`src/rtl/predictor_update_ctrl_pkg.sv`:
```
// predictor_update_ctrl_pkg: shared constants and types for the predictor update controller
package predictor_update_ctrl_pkg;
   localparam int PRED_UPD_FIFO_DEPTH = 4;
   localparam int PREDICTOR_IDX_W = 8;
   localparam int ADDR_W_DEF = 32;
   typedef logic [ADDR_W_DEF-1:0] addr_t;
   localparam logic TRUE = 1'b1;
   localparam logic FALSE = 1'b0;
   localparam logic [1:0] WEAK_NOT_JUMP = 2'b01;
   localparam logic [0:0] CTRL_IDLE = 1'b0;
   localparam logic [0:0] CTRL_CLEAR = 1'b1;
endpackage

```
`src/rtl/predictor_update_ctrl_if.sv`:
```
// predictor_update_ctrl_if: ROB update handshake, clear request and predictor write port
interface predictor_update_ctrl_if
   import predictor_update_ctrl_pkg::*;
#(
   parameter int ADDR_W = ADDR_W_DEF,
   parameter int IDX_W = PREDICTOR_IDX_W
);
   logic              upd_valid_from_rob;
   logic [ADDR_W-1:0] upd_pc_from_rob;
   logic              upd_jump_from_rob;
   logic              upd_ready_to_rob;
   logic              clear_req;
   logic              enable_sign_to_pred;
   logic              jump_sign_to_pred;
   logic [ADDR_W-1:0] pc_to_pred;
   logic              clear_en_to_pred;
   logic [IDX_W-1:0]  clear_idx_to_pred;
   logic              clear_busy;
   logic              clear_done;
   modport master (
      input  upd_valid_from_rob, upd_pc_from_rob, upd_jump_from_rob, clear_req,
      output upd_ready_to_rob, enable_sign_to_pred, jump_sign_to_pred, pc_to_pred,
             clear_en_to_pred, clear_idx_to_pred, clear_busy, clear_done
   );
   modport slave (
      output upd_valid_from_rob, upd_pc_from_rob, upd_jump_from_rob, clear_req,
      input  upd_ready_to_rob, enable_sign_to_pred, jump_sign_to_pred, pc_to_pred,
             clear_en_to_pred, clear_idx_to_pred, clear_busy, clear_done
   );
endinterface

```
`src/rtl/predictor_update_ctrl_fifo.sv`:
```
// pred_upd_fifo: generic synchronous circular FIFO with head-of-queue read (active-low sync reset)
module pred_upd_fifo #(
   parameter int DEPTH = 4,
   parameter int W = 33
) (
   input  logic                     clk,
   input  logic                     rst,
   input  logic                     push_i,
   input  logic                     pop_i,
   input  logic [W-1:0]             din_i,
   output logic [W-1:0]             dout_o,
   output logic [$clog2(DEPTH):0]   count_o
);
   localparam int AW = $clog2(DEPTH);
   logic [W-1:0]  mem_q [DEPTH];
   logic [AW-1:0] head_q, head_d, tail_q, tail_d;
   logic [AW:0]   count_q, count_d;
   assign dout_o = mem_q[head_q];
   assign count_o = count_q;
   // pointer and occupancy next-state; pointers wrap naturally at the power-of-two depth
   always_comb begin
      head_d = pop_i ? head_q + 1'b1 : head_q;
      tail_d = push_i ? tail_q + 1'b1 : tail_q;
      count_d = (push_i && !pop_i) ? count_q + 1'b1 : (!push_i && pop_i) ? count_q - 1'b1 : count_q;
   end
   // pointer/count registers, cleared by reset
   always_ff @(posedge clk) begin
      if (!rst) begin
         head_q <= '0;
         tail_q <= '0;
         count_q <= '0;
      end else begin
         head_q <= head_d;
         tail_q <= tail_d;
         count_q <= count_d;
      end
   end
   // storage needs no reset: entries are only read while counted as valid
   always_ff @(posedge clk) begin
      if (push_i) mem_q[tail_q] <= din_i;
   end
endmodule

```
`src/rtl/predictor_update_ctrl.sv`:
```
// predictor_update_ctrl: queues ROB branch updates and sequences the predictor write/clear port; PRED_UPD_BYPASS_EN enables zero-latency bypass
module predictor_update_ctrl
   import predictor_update_ctrl_pkg::*;
#(
   parameter int FIFO_DEPTH = PRED_UPD_FIFO_DEPTH,
   parameter int ADDR_W = ADDR_W_DEF,
   parameter int IDX_W = PREDICTOR_IDX_W
) (
   input logic clk,
   input logic rst,
   predictor_update_ctrl_if.master bus
);
   localparam int CW = $clog2(FIFO_DEPTH) + 1;
   logic [0:0]       state_q, state_d;
   logic [IDX_W-1:0] cnt_q, cnt_d;
   logic             done_q, done_d;
   logic [CW-1:0]    count;
   logic [ADDR_W:0]  head;
   logic             idle, ready, push_acc, byp, pop, fifo_push;
   assign idle = state_q == CTRL_IDLE;
   assign ready = rst && (count != CW'(FIFO_DEPTH));
   assign push_acc = bus.upd_valid_from_rob && ready;
`ifdef PRED_UPD_BYPASS_EN
   assign byp = idle && (count == '0) && push_acc;
`else
   assign byp = FALSE;
`endif
   assign pop = idle && (count != '0);
   assign fifo_push = push_acc && !byp;
   pred_upd_fifo #(.DEPTH(FIFO_DEPTH), .W(ADDR_W + 1)) u_fifo (
      .clk     (clk),
      .rst     (rst),
      .push_i  (fifo_push),
      .pop_i   (pop),
      .din_i   ({bus.upd_pc_from_rob, bus.upd_jump_from_rob}),
      .dout_o  (head),
      .count_o (count)
   );
   // predictor-facing outputs; update and clear strobes are mutually exclusive by state
   always_comb begin
      bus.upd_ready_to_rob = ready;
      bus.enable_sign_to_pred = pop || byp;
      {bus.pc_to_pred, bus.jump_sign_to_pred} = pop ? head : byp ? {bus.upd_pc_from_rob, bus.upd_jump_from_rob} : '0;
      bus.clear_en_to_pred = !idle;
      bus.clear_idx_to_pred = idle ? '0 : cnt_q;
      bus.clear_busy = !idle;
      bus.clear_done = done_q;
   end
   // sweep sequencing: start on request in IDLE, walk every index, pulse done on exit
   always_comb begin
      state_d = state_q;
      cnt_d = cnt_q;
      done_d = FALSE;
      if (idle) begin
         if (bus.clear_req) begin
            state_d = CTRL_CLEAR;
            cnt_d = '0;
         end
      end else begin
         cnt_d = cnt_q + 1'b1;
         if (cnt_q == '1) begin
            state_d = CTRL_IDLE;
            done_d = TRUE;
         end
      end
   end
   // controller state registers; reset aborts any sweep without a done pulse
   always_ff @(posedge clk) begin
      if (!rst) begin
         state_q <= CTRL_IDLE;
         cnt_q <= '0;
         done_q <= FALSE;
      end else begin
         state_q <= state_d;
         cnt_q <= cnt_d;
         done_q <= done_d;
      end
   end
endmodule

```
`src/flat_wrapper.sv`:
```
// flat-port wrapper written by rule: the top's interface ports become plain ports
module predictor_update_ctrl_flat import predictor_update_ctrl_pkg::*;
#(
   parameter int FIFO_DEPTH = PRED_UPD_FIFO_DEPTH,
   parameter int ADDR_W = ADDR_W_DEF,
   parameter int IDX_W = PREDICTOR_IDX_W
)
  (clk, rst, bus_upd_valid_from_rob, bus_upd_pc_from_rob, bus_upd_jump_from_rob, bus_clear_req, bus_upd_ready_to_rob, bus_enable_sign_to_pred, bus_jump_sign_to_pred, bus_pc_to_pred, bus_clear_en_to_pred, bus_clear_idx_to_pred, bus_clear_busy, bus_clear_done);
  predictor_update_ctrl_if #(.ADDR_W(ADDR_W), .IDX_W(IDX_W)) bus_i ();
  input logic clk;
  input logic rst;
  input wire logic [$bits(bus_i.upd_valid_from_rob)-1:0] bus_upd_valid_from_rob;
  input wire logic [$bits(bus_i.upd_pc_from_rob)-1:0] bus_upd_pc_from_rob;
  input wire logic [$bits(bus_i.upd_jump_from_rob)-1:0] bus_upd_jump_from_rob;
  input wire logic [$bits(bus_i.clear_req)-1:0] bus_clear_req;
  output wire logic [$bits(bus_i.upd_ready_to_rob)-1:0] bus_upd_ready_to_rob;
  output wire logic [$bits(bus_i.enable_sign_to_pred)-1:0] bus_enable_sign_to_pred;
  output wire logic [$bits(bus_i.jump_sign_to_pred)-1:0] bus_jump_sign_to_pred;
  output wire logic [$bits(bus_i.pc_to_pred)-1:0] bus_pc_to_pred;
  output wire logic [$bits(bus_i.clear_en_to_pred)-1:0] bus_clear_en_to_pred;
  output wire logic [$bits(bus_i.clear_idx_to_pred)-1:0] bus_clear_idx_to_pred;
  output wire logic [$bits(bus_i.clear_busy)-1:0] bus_clear_busy;
  output wire logic [$bits(bus_i.clear_done)-1:0] bus_clear_done;
  assign bus_i.upd_valid_from_rob = bus_upd_valid_from_rob;
  assign bus_i.upd_pc_from_rob = bus_upd_pc_from_rob;
  assign bus_i.upd_jump_from_rob = bus_upd_jump_from_rob;
  assign bus_i.clear_req = bus_clear_req;
  assign bus_upd_ready_to_rob = bus_i.upd_ready_to_rob;
  assign bus_enable_sign_to_pred = bus_i.enable_sign_to_pred;
  assign bus_jump_sign_to_pred = bus_i.jump_sign_to_pred;
  assign bus_pc_to_pred = bus_i.pc_to_pred;
  assign bus_clear_en_to_pred = bus_i.clear_en_to_pred;
  assign bus_clear_idx_to_pred = bus_i.clear_idx_to_pred;
  assign bus_clear_busy = bus_i.clear_busy;
  assign bus_clear_done = bus_i.clear_done;
  predictor_update_ctrl #(.FIFO_DEPTH(FIFO_DEPTH), .ADDR_W(ADDR_W), .IDX_W(IDX_W)) u_core (.clk(clk), .rst(rst), .bus(bus_i));
endmodule
```
`config.mk`:
```
export PLATFORM = sky130hd
export DESIGN_NAME = predictor_update_ctrl_flat
export DESIGN_NICKNAME = d
export VERILOG_FILES = /design/src/rtl/predictor_update_ctrl_pkg.sv /design/src/rtl/predictor_update_ctrl_if.sv /design/src/rtl/predictor_update_ctrl_fifo.sv /design/src/rtl/predictor_update_ctrl.sv /design/src/flat_wrapper.sv
export SDC_FILE = /design/constraint.sdc
export NUM_CORES = 1
export LEC_CHECK = 0
export ABC_AREA = 1
export BUFFER_PORTS_ARGS = -buffer_cell sky130_fd_sc_hd__buf_4
export CELL_PAD_IN_SITES_DETAIL_PLACEMENT = 1
export CELL_PAD_IN_SITES_GLOBAL_PLACEMENT = 1
export CORE_AREA = 2 2 128 130
export CTS_BUF_LIST = sky130_fd_sc_hd__clkbuf_8
export CTS_CLUSTER_SIZE = 40
export DETAILED_ROUTE_END_ITERATION = 12
export DIE_AREA = 0 0 130 132
export PLACE_DENSITY_LB_ADDON = 0.25
export SETUP_SLACK_MARGIN = 0.1
export SLEW_MARGIN = 15
export SYNTH_ARGS = -nofsm -noshare
export SYNTH_HDL_FRONTEND = slang
export SYNTH_HIERARCHICAL = 1
export SYNTH_SLANG_ARGS = --single-unit
```
`constraint.sdc`:
```
create_clock -name clk -period 2 [get_ports clk]
set_input_delay 0.3 -clock clk [delete_from_list [all_inputs] [get_ports clk]]
set_output_delay 0.3 -clock clk [all_outputs]
set_load 0.01 [all_outputs]
```
==> results.json <==
{
  "outcome": "finished with violations",
  "violations": "negative setup slack",
  "period_share_pct": 103,
  "clk_pin_slew_ns": 0.08,
  "clk_latency_ns": 0.46,
  "p_clk_share_pct": 23.4,
  "grt_overflow": 0,
  "ys_top_cells_by_area": "edfxtp_1, nor2_1, dfxtp_1, o21ai_0, inv_1",
  "grt_max_degree": 34,
  "timing.slew.headroom_pct": 82.9,
  "htree_levels": 4,
  "synth_nets": 584,
  "viasPerCell": 4.99,
  "hp-class": "in -> reg",
  "critPathBufInv": 4,
  "area_growth_pct": 35.9,
  "dieArea_um2": 17200,
  "cp-end-kind": "primary output",
  "avgRoutedWirePerCell_um": 18.5,
  "p_leak_nw": 3.32,
  "ys_async_sr_fraction_pct": 0,
  "setup_tns_ns": -0.736,
  "final_area_um2": 8470,
  "grt_pass1_wl_um": 24200,
  "synth_area_leader_cell": "edfxtp_1",
  "hpwl_um": 9270,
  "p_int_mw": 7.08,
  "rsz0062_at_grt": "yes",
  "dr.pass1.iters": 4,
  "ys_top_cells_by_count": "edfxtp_1, nor2_1, inv_1",
  "core_area_um2": 15700,
  "setup_slack_ns": -0.0613,
  "combinationalPowerShare_pct": 41.0,
  "antenna_found_initial": 0,
  "synth_cell_types": 30,
  "cts_sinks": 151,
  "critPathTopFamily": "buffers and inverters",
  "seqPwrFrac_pct": 35.6,
  "ys_seq_area_share_pct": 69.7,
  "fin_worst_skew_ns": 0.0150,
  "syn_area_per_cell_um2": 11.5,
  "wirelength_um": 16500,
  "ios": 83,
  "power.total_mw": 10.6,
  "switching_power_mw": 3.54,
  "netSwitchingFraction_pct": 33.4,
  "finalHoldViolCount": 0,
  "synthMostInstantiatedCell": "edfxtp_1",
  "crit_chain": "buf_12 -> clkbuf_16 -> o21ai_1 -> o22ai_1 -> inv_1 -> nor2_1 -> buf_4",
  "drc": 0,
  "io_buffers": 82,
  "worstPathMaxFanout": 6,
  "die_w_um": 130,
  "required_ns": 1.70,
  "drv_cap": 0,
  "die_height_um": 132,
  "synth_flop_cell": "edfxtp_1",
  "finalMaxSlewViolations": 0,
  "first_global_vias": 4711,
  "peakVddDrop_mv": 0.507,
  "synth_area_um2": 6230,
  "cts_max_path_buffers": 2,
  "numCtsBuffers": 17,
  "synth_top_area_share_pct": 63.6,
  "cts_tree": "built",
  "drt_iter0_drc": 245,
  "root_buffer": "clkbuf_8",
  "num_rows": 46,
  "synth_cells": 540,
  "nets": 709,
  "slowest_delay_ns": 0.47,
  "setup_viol": 23,
  "gp_congestion": 0.795,
  "ys_warn_count": 6,
  "ys_ff_latch": 151,
  "crit_type": "reg -> out",
  "worst_pin_slew_ns": 0.253,
  "synth_edf_count": 132,
  "powerDensity_nw_per_um2": 1250,
  "fin_hold_ws_ns": 0.0422,
  "clock.fmax_ghz": 0.485,
  "critPathArrivalTime_ns": 1.76,
  "antenna_cells": 0,
  "ant_nets": 0,
  "track_usage_pct": 18.6,
  "crit_path_top_delay_cell": "dfxtp_4",
  "timing.final.crit_period_ns": 2.06,
  "drive_above_1_share_pct": 35.4,
  "start_util_pct": 39.7,
  "dr_total_vias": 4464,
  "start_kind": "flop",
  "dpl-instance-area_um2": 7200
}
-- power groups by stage --
stage | Sequential (mW) | Clock, mW | Combinational [mW]
5_1_grt | 3.81 | 2.63 | 4.69
2_1_floorplan | 3.76 | 0 | 1.83
3_3_place_gp | 3.78 | 0 | 2.81
6_report | 3.79 | 2.48 | 4.35
4_1_cts | 3.77 | 2.53 | 3.56
3_5_place_dp | 3.79 | 0 | 2.91
-- flip-flops by register name, summed over array words and instances (netlist names), named ones only --
| signal | count |
|---|---|
| u_core/u_fifo/head_q | 2 |
| u_core/bus.clear_done | 1 |
| u_core/u_fifo/count_o | 3 |
| u_core/u_fifo/tail_q | 2 |
| u_core/cnt_q | 8 |
| u_core/u_fifo/mem_q | 132 |
| u_core/bus.clear_busy | 1 |
-- cell type report --
cell class	instances	area, um^2
clock inverters	15	186
multi-input cells	293	1710
fillers	1639	7240
inverters	71	292
clock buffers	17	234
flip-flops and latches	151	4360
repair buffers	131	1420
well taps	216	270
-- logic make-up after synthesis --
family	synth area share, %
flip-flops	69.7
adder cells (fa/ha/maj)	1.53
AO/OA/AOI/OAI	10.5
buffers and inverters	7.59
AND/OR/NAND/NOR	10.7
-- worst paths after layout --
| kind | start | endpoint | slack (ns) | cells after the start |
|---|---|---|---|---|
| setup / recovery | flop | bus_pc_to_pred[25] | -0.06 | 7 |
| hold / removal | bus_upd_pc_from_rob[10] | u_core/u_fifo/mem_q[3][11] | 0.04 | 1 |
| setup reg to reg | u_core/u_fifo/count_o[2] | u_core/u_fifo/count_o[1] | 0.25 | 10 |
| hold reg to reg | u_core/u_fifo/head_q[1] | flop | 0.44 | 1 |
-- worst reg2reg max path, delay by kind of cell (launching register included) --
family / cells / cell delay (ns)
AO/OA/AOI/OAI: 1 / 0.20
adder cells (fa/ha/maj): 2 / 0.59
buffers and inverters: 4 / 0.27
flip-flops: 1 / 0.39
AND/OR/NAND/NOR: 3 / 0.20
-- cell usage in the layout (no fill, tap or decap), types with 5 or more instances in the layout --
cell / Yosys / final
a21oi_1: 9 / 8
buf_12: 0 / 20
buf_4: 4 / 98
clkbuf_16: 0 / 6
clkbuf_8: 0 / 17
clkinvlp_4: 0 / 7
dfxtp_1: 19 / 14
edfxtp_1: 132 / 132
ha_1: 6 / 5
inv_1: 66 / 62
nand2_1: 36 / 35
nand3_1: 7 / 6
nor2_1: 113 / 94
nor2_2: 2 / 17
o21ai_0: 55 / 21
o21ai_1: 20 / 33
o21ai_2: 0 / 14
o21ai_4: 0 / 7
o22ai_1: 33 / 21
o22ai_2: 0 / 12
-- metal layers --
layer	GRT usage (%)	wire (um)	part of all wire (%)
met5	0	0	0
met2	31.9	8690	53
met4	6.09	296	1.8
met1	22.5	6800	41
met3	5.11	754	4.6
-- stage by stage --
step	util (%)	instances	setup WS (ns)
2_1_floorplan	-	540	0.107
3_3_place_gp	45.8	835	0.166
3_5_place_dp	45.8	835	0.0269
4_1_cts	50.5	877	-0.0612
5_1_grt	53.9	894	-0.163
6_report	53.9	894	-0.0613
-- repair_timing --
| action | CTS | global route |
|---|---|---|
| resized for setup | 68 | 71 |
| hold buffers | 0 | 0 |
| pin swaps | 15 | 49 |
| endpoints found under the setup margin | 34 | 35 |
| gates cloned | 4 | 6 |
| endpoints found under the hold margin | 0 | 0 |
| buffers inserted | 6 | 12 |
(Power assumes the default switching activity.)
